File: config.mk
export PLATFORM = sky130hd
export DESIGN_NAME = hazard_ctrl
export DESIGN_NICKNAME = d
export VERILOG_FILES = /design/src/rtl/hazard_ctrl.sv
export SDC_FILE = /design/constraint.sdc
export NUM_CORES = 1
export LEC_CHECK = 0
export ABC_AREA = 1
export CAP_MARGIN = 20
export CELL_PAD_IN_SITES_DETAIL_PLACEMENT = 1
export CELL_PAD_IN_SITES_GLOBAL_PLACEMENT = 1
export CORE_ASPECT_RATIO = 0.9
export CORE_MARGIN = 4
export CORE_UTILIZATION = 40
export DETAILED_ROUTE_END_ITERATION = 16
export GPL_TIMING_DRIVEN = 0
export PLACE_DENSITY_LB_ADDON = 0.1
export RECOVER_POWER = 25
export SLEW_MARGIN = 5
export SYNTH_ARGS = -nofsm -noshare
export SYNTH_HDL_FRONTEND = slang
export SYNTH_SLANG_ARGS = --single-unit
File: constraint.sdc
create_clock -name clk -period 3.7 [get_ports clk]
set_input_delay 0.37 -clock clk [delete_from_list [all_inputs] [get_ports clk]]
set_output_delay 0.37 -clock clk [all_outputs]
set_load 0.05 [all_outputs]
File: src/rtl/hazard_ctrl.sv
// Pipeline hazard controller: load-use bubbles, EX redirects, data-memory wait
// states with a timeout watchdog, and saturating stall/flush event counters.
module hazard_ctrl #(
  parameter int TIMEOUT = 255,
  parameter int TO_W    = 8,
  parameter int CNT_W   = 32
) (
  input  logic             clk,
  input  logic             rst,
  input  logic             memread_ex,
  input  logic [4:0]       rd_ex,
  input  logic [4:0]       rs_id,
  input  logic [4:0]       rt_id,
  input  logic             uses_rs_id,
  input  logic             uses_rt_id,
  input  logic             branch_taken_ex,
  input  logic             jmp_ex,
  input  logic             jalr_ex,
  input  logic             dmem_req,
  input  logic             dmem_ready,
  output logic             pc_write,
  output logic             ifid_write,
  output logic             ifid_flush,
  output logic             idex_flush,
  output logic             pipe_hold,
  output logic             mem_err,
  output logic [CNT_W-1:0] stall_cnt,
  output logic [CNT_W-1:0] flush_cnt
);

  typedef enum logic [1:0] {
    RUN     = 2'd0,
    MEMWAIT = 2'd1,
    ERR     = 2'd2
  } state_t;

  state_t           state_q, state_d;
  logic [TO_W-1:0]  wait_q, wait_d;
  logic             mem_err_q, mem_err_d;
  logic [CNT_W-1:0] stall_q, stall_d;
  logic [CNT_W-1:0] flush_q, flush_d;

  logic mem_wait_s;
  logic redirect_s;
  logic load_use_s;
  logic stall_ev_s;
  logic flush_ev_s;

  // Hazard detection and event classification in priority order
  always_comb begin
    mem_wait_s = ((state_q == RUN) && dmem_req && !dmem_ready) ||
                 ((state_q == MEMWAIT) && !dmem_ready);
    redirect_s = branch_taken_ex | jmp_ex | jalr_ex;
    load_use_s = memread_ex && (rd_ex != 5'd0) &&
                 ((uses_rs_id && (rs_id == rd_ex)) || (uses_rt_id && (rt_id == rd_ex)));
    stall_ev_s = mem_wait_s || (!redirect_s && load_use_s);
    flush_ev_s = (state_q != ERR) && !mem_wait_s && redirect_s;
  end

  // Pipeline control outputs, combinational from state and inputs
  always_comb begin
    pc_write   = 1'b1;
    ifid_write = 1'b1;
    ifid_flush = 1'b0;
    idex_flush = 1'b0;
    pipe_hold  = 1'b0;
    if (rst) begin
      pc_write   = 1'b0;
      ifid_write = 1'b0;
      ifid_flush = 1'b1;
      idex_flush = 1'b1;
    end else if (state_q == ERR || mem_wait_s) begin
      pc_write   = 1'b0;
      ifid_write = 1'b0;
      pipe_hold  = 1'b1;
    end else if (redirect_s) begin
      ifid_flush = 1'b1;
      idex_flush = 1'b1;
    end else if (load_use_s) begin
      pc_write   = 1'b0;
      ifid_write = 1'b0;
      idex_flush = 1'b1;
    end else begin
      pc_write   = 1'b1;
      ifid_write = 1'b1;
    end
  end

  // Next-state for the wait FSM, watchdog and saturating counters
  always_comb begin
    state_d   = state_q;
    wait_d    = wait_q;
    mem_err_d = mem_err_q;
    case (state_q)
      RUN: begin
        if (dmem_req && !dmem_ready) begin
          // wait_q counts completed wait cycles; ERR is entered as the count reaches TIMEOUT
          if (TIMEOUT <= 1) begin
            state_d   = ERR;
            mem_err_d = 1'b1;
          end else begin
            state_d = MEMWAIT;
            wait_d  = {{(TO_W-1){1'b0}}, 1'b1};
          end
        end else begin
          state_d = RUN;
        end
      end
      MEMWAIT: begin
        if (dmem_ready) begin
          state_d = RUN;
          wait_d  = {TO_W{1'b0}};
        end else begin
          wait_d = wait_q + {{(TO_W-1){1'b0}}, 1'b1};
          if (wait_d == TO_W'(TIMEOUT)) begin
            state_d   = ERR;
            mem_err_d = 1'b1;
          end else begin
            state_d = MEMWAIT;
          end
        end
      end
      ERR:     state_d = ERR;
      default: state_d = RUN;
    endcase

    stall_d = stall_q;
    if (stall_ev_s && (stall_q != {CNT_W{1'b1}})) begin
      stall_d = stall_q + {{(CNT_W-1){1'b0}}, 1'b1};
    end else begin
      stall_d = stall_q;
    end
    flush_d = flush_q;
    if (flush_ev_s && (flush_q != {CNT_W{1'b1}})) begin
      flush_d = flush_q + {{(CNT_W-1){1'b0}}, 1'b1};
    end else begin
      flush_d = flush_q;
    end
  end

  // State, watchdog and counter registers
  always_ff @(posedge clk or posedge rst) begin
    if (rst) begin
      state_q   <= RUN;
      wait_q    <= {TO_W{1'b0}};
      mem_err_q <= 1'b0;
      stall_q   <= {CNT_W{1'b0}};
      flush_q   <= {CNT_W{1'b0}};
    end else begin
      state_q   <= state_d;
      wait_q    <= wait_d;
      mem_err_q <= mem_err_d;
      stall_q   <= stall_d;
      flush_q   <= flush_d;
    end
  end

  assign mem_err   = mem_err_q;
  assign stall_cnt = stall_q;
  assign flush_cnt = flush_q;

endmodule

After elaboration in Yosys (flattened, before gate mapping). Cells that the tools add are included.

Add/subtract/negate cells: 3. Equality and inequality tests: 9. Mux-type cells: 20. Bitwise operators: 3. Reduce and logical (&&, ||, !) cells: 25.

Operators by type and width (number): adder 32 x 1 -> 32 bit, second input constant (2); != test 32 bit, second input constant (2); 2-to-1 mux 8 bit (2); one-hot mux 8 bit (2 select lines) (1); 2-to-1 mux 1 bit (14); logical AND 1 bit (13); equality test 5 bit (2); adder 8 x 1 -> 8 bit, second input constant (1); equality test 8 bit, second input constant (1); one-hot mux 2 bit (3 select lines) (1); nonzero test 5 bit (1); logical OR 1 bit (4); 2-to-1 mux 2 bit (2); zero test 1 bit (3); AND reduction 3 bit (1); equality test 2 x 1 -> 1 bit, second input constant (1); equality test 2 bit, second input constant (1); zero test 2 bit (1); != test 2 x 1 -> 1 bit, second input constant (1); != test 2 bit, second input constant (1); bitwise OR 1 bit (2); AND reduction 2 bit (1); nonzero test 2 bit (1); inverter 1 bit (1).

Register bits after elaboration: 75. Input bits: 25.

Depth between registers and ports, before layout.
Depth in word-level cells: 8. Depth in mapped cells: 14.

Worst setup path before layout. Ideal clock, no wire load.

Path kind: input to output. Start point: in rst. End point: out idex_flush. Data arrival time: 3.969 ns. Data required time: 3.330 ns. Setup slack: -0.639 ns. Stages: 3. Cells stage by stage: inv_1 o21ai_0 o21bai_1.

Cells in the longest elaborated chain, start to end: 1.

RTL lines: from (decl) (RTL line 9) `input logic rst,`; 2-to-1 mux 1 bit (RTL line 67) `if (rst) begin`; to (decl) (RTL line 24) `output logic idex_flush,`.

Every way passes these cells.

Final worst setup path. Ends and elaborated chain as after synthesis.

==> results <==
-- stage by stage --
stage | util, % | hold WS [ns] | cell area, µm² | TNS, ns | std cells
floorplan | - | 0.5264 | 4936 | 0 | 728
global placement | 50.32 | 0.4765 | 6077 | -2.125 | 982
detailed placement | 50.65 | 0.5126 | 6117 | 0 | 984
CTS | 53.37 | 0.2741 | 6445 | 0 | 1000
global route | 53.35 | 0.3271 | 6442 | 0 | 1000
finish | 53.35 | 0.2953 | 6442 | 0 | 1000
-- registers in the layout, indices dropped and copies added, names as in the netlist --
name,flops
stall_cnt,32
flush_cnt,32
mem_err,1
wait_q,8
state_q,2
-- worst max-delay path, delay by kind of cell --
kind	cells	cell delay [ns]
compound gates	2	0.28
buf+inv	5	2.17
-- cell families after synthesis --
group | count (synthesis) | share of synthesized area [%]
buffers and inverters | 84 | 7.813
AOI/OAI and AO/OA | 19 | 2.156
adders and majority gates | 4 | 1.015
xor gates and xnor gates | 42 | 7.458
DFF | 75 | 38.05
and+or+nand+nor | 504 | 43.51
-- cells in the mapped netlist, types with 2 or more instances --
cell / n / area share, %
nand2_1: 296 / 23
nor2_1: 83 / 6.3
dfrtp_1: 75 / 38
inv_1: 66 / 5.0
nand3_1: 60 / 6.1
xor2_1: 32 / 5.7
nor3_1: 20 / 2.0
nand4_1: 13 / 1.6
nand3b_1: 12 / 1.8
xnor2_1: 10 / 1.8
o21ai_0: 8 / 0.81
buf_6: 7 / 1.6
nor2_2: 7 / 0.89
o22ai_1: 6 / 0.76
buf_2: 5 / 0.51
nand2_2: 5 / 0.63
ha_1: 4 / 1.0
buf_4: 3 / 0.46
inv_2: 3 / 0.23
nor2_4: 2 / 0.46
nor3_2: 2 / 0.41
o21ai_1: 2 / 0.20
-- per-layer routing --
layer / vias up / wire [µm] / global-route usage, %
met2: 84 / 8066 / 41.71
met3: 26 / 454 / 4.294
li1: 2499 / - / -
met1: 2454 / 6891 / 27.47
met5: - / 0 / 0
met4: 0 / 316 / 8.598
-- layout by cell type (no fill, tap or decap), drive strengths merged --
cell type	synthesis	layout
nand3	61	61
inv	69	68
xnor2	10	10
nor3	22	22
o21bai	1	1
xor2	32	32
clkinv	0	2
o21ai	10	10
nand4	13	13
clkbuf	0	10
clkinvlp	0	3
nand2	302	302
o22ai	6	6
nor2b	1	1
buf	15	17
dfrtp	75	75
a21oi	1	1
nor2	92	92
clkdlybuf4s50	0	94
nand3b	12	12
a31oi	1	1
and3	1	1
ha	4	4
bufinv	0	2
-- power breakdown --
group / leakage [nW] / switching, W / internal [W]
logic: 1.83 / 0.0000579 / 0.0000424
clock network: 0.155 / 0.000368 / 0.000609
registers: 1.02 / 0.00000371 / 0.000822
total: 3.01 / 0.000429 / 0.00147
-- final timing paths --
kind / to / slack (ns) / from
setup / recovery: idex_flush / 0.50 / rst
setup reg to reg: stall_cnt[18] / 1.63 / stall_cnt[0]
max in group asynchronous: stall_cnt[5] / 2.63 / rst
hold / removal: wait_q[1] / 0.30 / rst
hold reg to reg: mem_err / 0.52 / mem_err
min in group clk: mem_err / 0.52 / mem_err
-- layout make-up --
class,instances,area share [%]
plain buffers,15,1.962
multi-input cells,569,41.44
repair buffers,96,15.23
flip-flops and latches,75,29.13
clock inverters,6,1.379
inverters,69,4.040
clock buffers,10,3.709
well taps,160,3.107
==> results.cfg <==
[status]
status = complete, no violations

[sta]
fmax_mhz = 312.8
post-route-min-period_ns = 3.197
period_share_pct = 86.40
finalMaxSlewViolations = 0
setup_viol = 0
finClkSkew_ns = 0.006132
relSlewSlack_pct = 64.05
hold_viol_final = 0
tightest_slew_ns = 0.5376
fin_ws_ns = 0.5032
rsz0062_at_grt = no

[synthesis]
synth-edff-count = 0
ys_warn_count = 0
ys_ff_latch = 75
avgSynthCellArea_um2 = 6.775
ys_seq_area_share_pct = 38.05
synth_nets = 757
netlist_area_um2 = 4932
yosys.cell_types.count = 29
async_flop_share_pct = 100.0
synthFlopType = dfrtp_1
netlist_instances = 728

[clock_tree]
cts_max_path_buffers = 2
postCtsSetupBuffers = 0
clk_latency_ns = 0.35
clk_pin_slew_ns = 0.06
clock-root-buffer = clkbuf_16
cts-buffers-inserted = 9
cts_resized = 0
htreeDepth = 3
cts_hold_buf = 0
cts_tree = built
clock-sinks = 75

[worst_setup_path]
critPathKind = in2out
cpMaxStageDelayCell = clkdlybuf4s50_1
rr_worst_depth = 10
crit_path_start_kind = input pin
cp.arrival_ns = 2.83
crit_path_end_kind = output port
crit_chain = clkdlybuf4s50_1 -> clkinvlp_2 -> buf_12 -> buf_12 -> o21ai_0 -> o21bai_1 -> clkdlybuf4s50_1
max_stage_delay_ns = 0.85
cp_data_required_time_ns = 3.33
path_max_fanout = 37

[routing]
wirelength_mm = 15.73
route.detailed.drc = 0
drtPass1Iterations = 4
wl_per_cell_um = 15.73
drt_iter0_drc = 169
detail_route.vias_per_cell = 5.063
detail-route-antenna-nets = 0
vias = 5063

[placement]
hpwl_mm = 12.16
place_congestion = 0.9388
place_ws_ns = 0.6184
io_buffer_count = 94

[hold_path]
worstHoldPathType = in2async

[global_routing]
gr-total-overflow = 0
grt_usage_pct = 23.11
grt_max_degree = 38
grt_pass1_wl_mm = 26.68
antenna_found_initial = 0
grt_pass1_vias = 5502

[layout]
nFillCells = 1577
layout-drive-gt1-share_pct = 6.548
synthToLayoutAreaGrowth_pct = 30.62
multi_input_area_um2 = 2670
layout.nets = 864
seq_area_um2 = 1877
num_antenna_cells = 0

[floorplanning]
num_rows = 38
core_um2 = 12080
fp.dieH_um = 113.3
ios = 95
start_util_pct = 40.84
die_x_um = 125.1
die_area_um2 = 14170

[power_and_ir_drop]
power_leakage_nw = 3.010
peakVddDrop_mv = 0.2129
power.total_w = 0.001903
p_per_area_nw_per_um2 = 295.3

[flow_run]
drv_cap = 0
No activity file was read; power rests on OpenSTA's default activity.
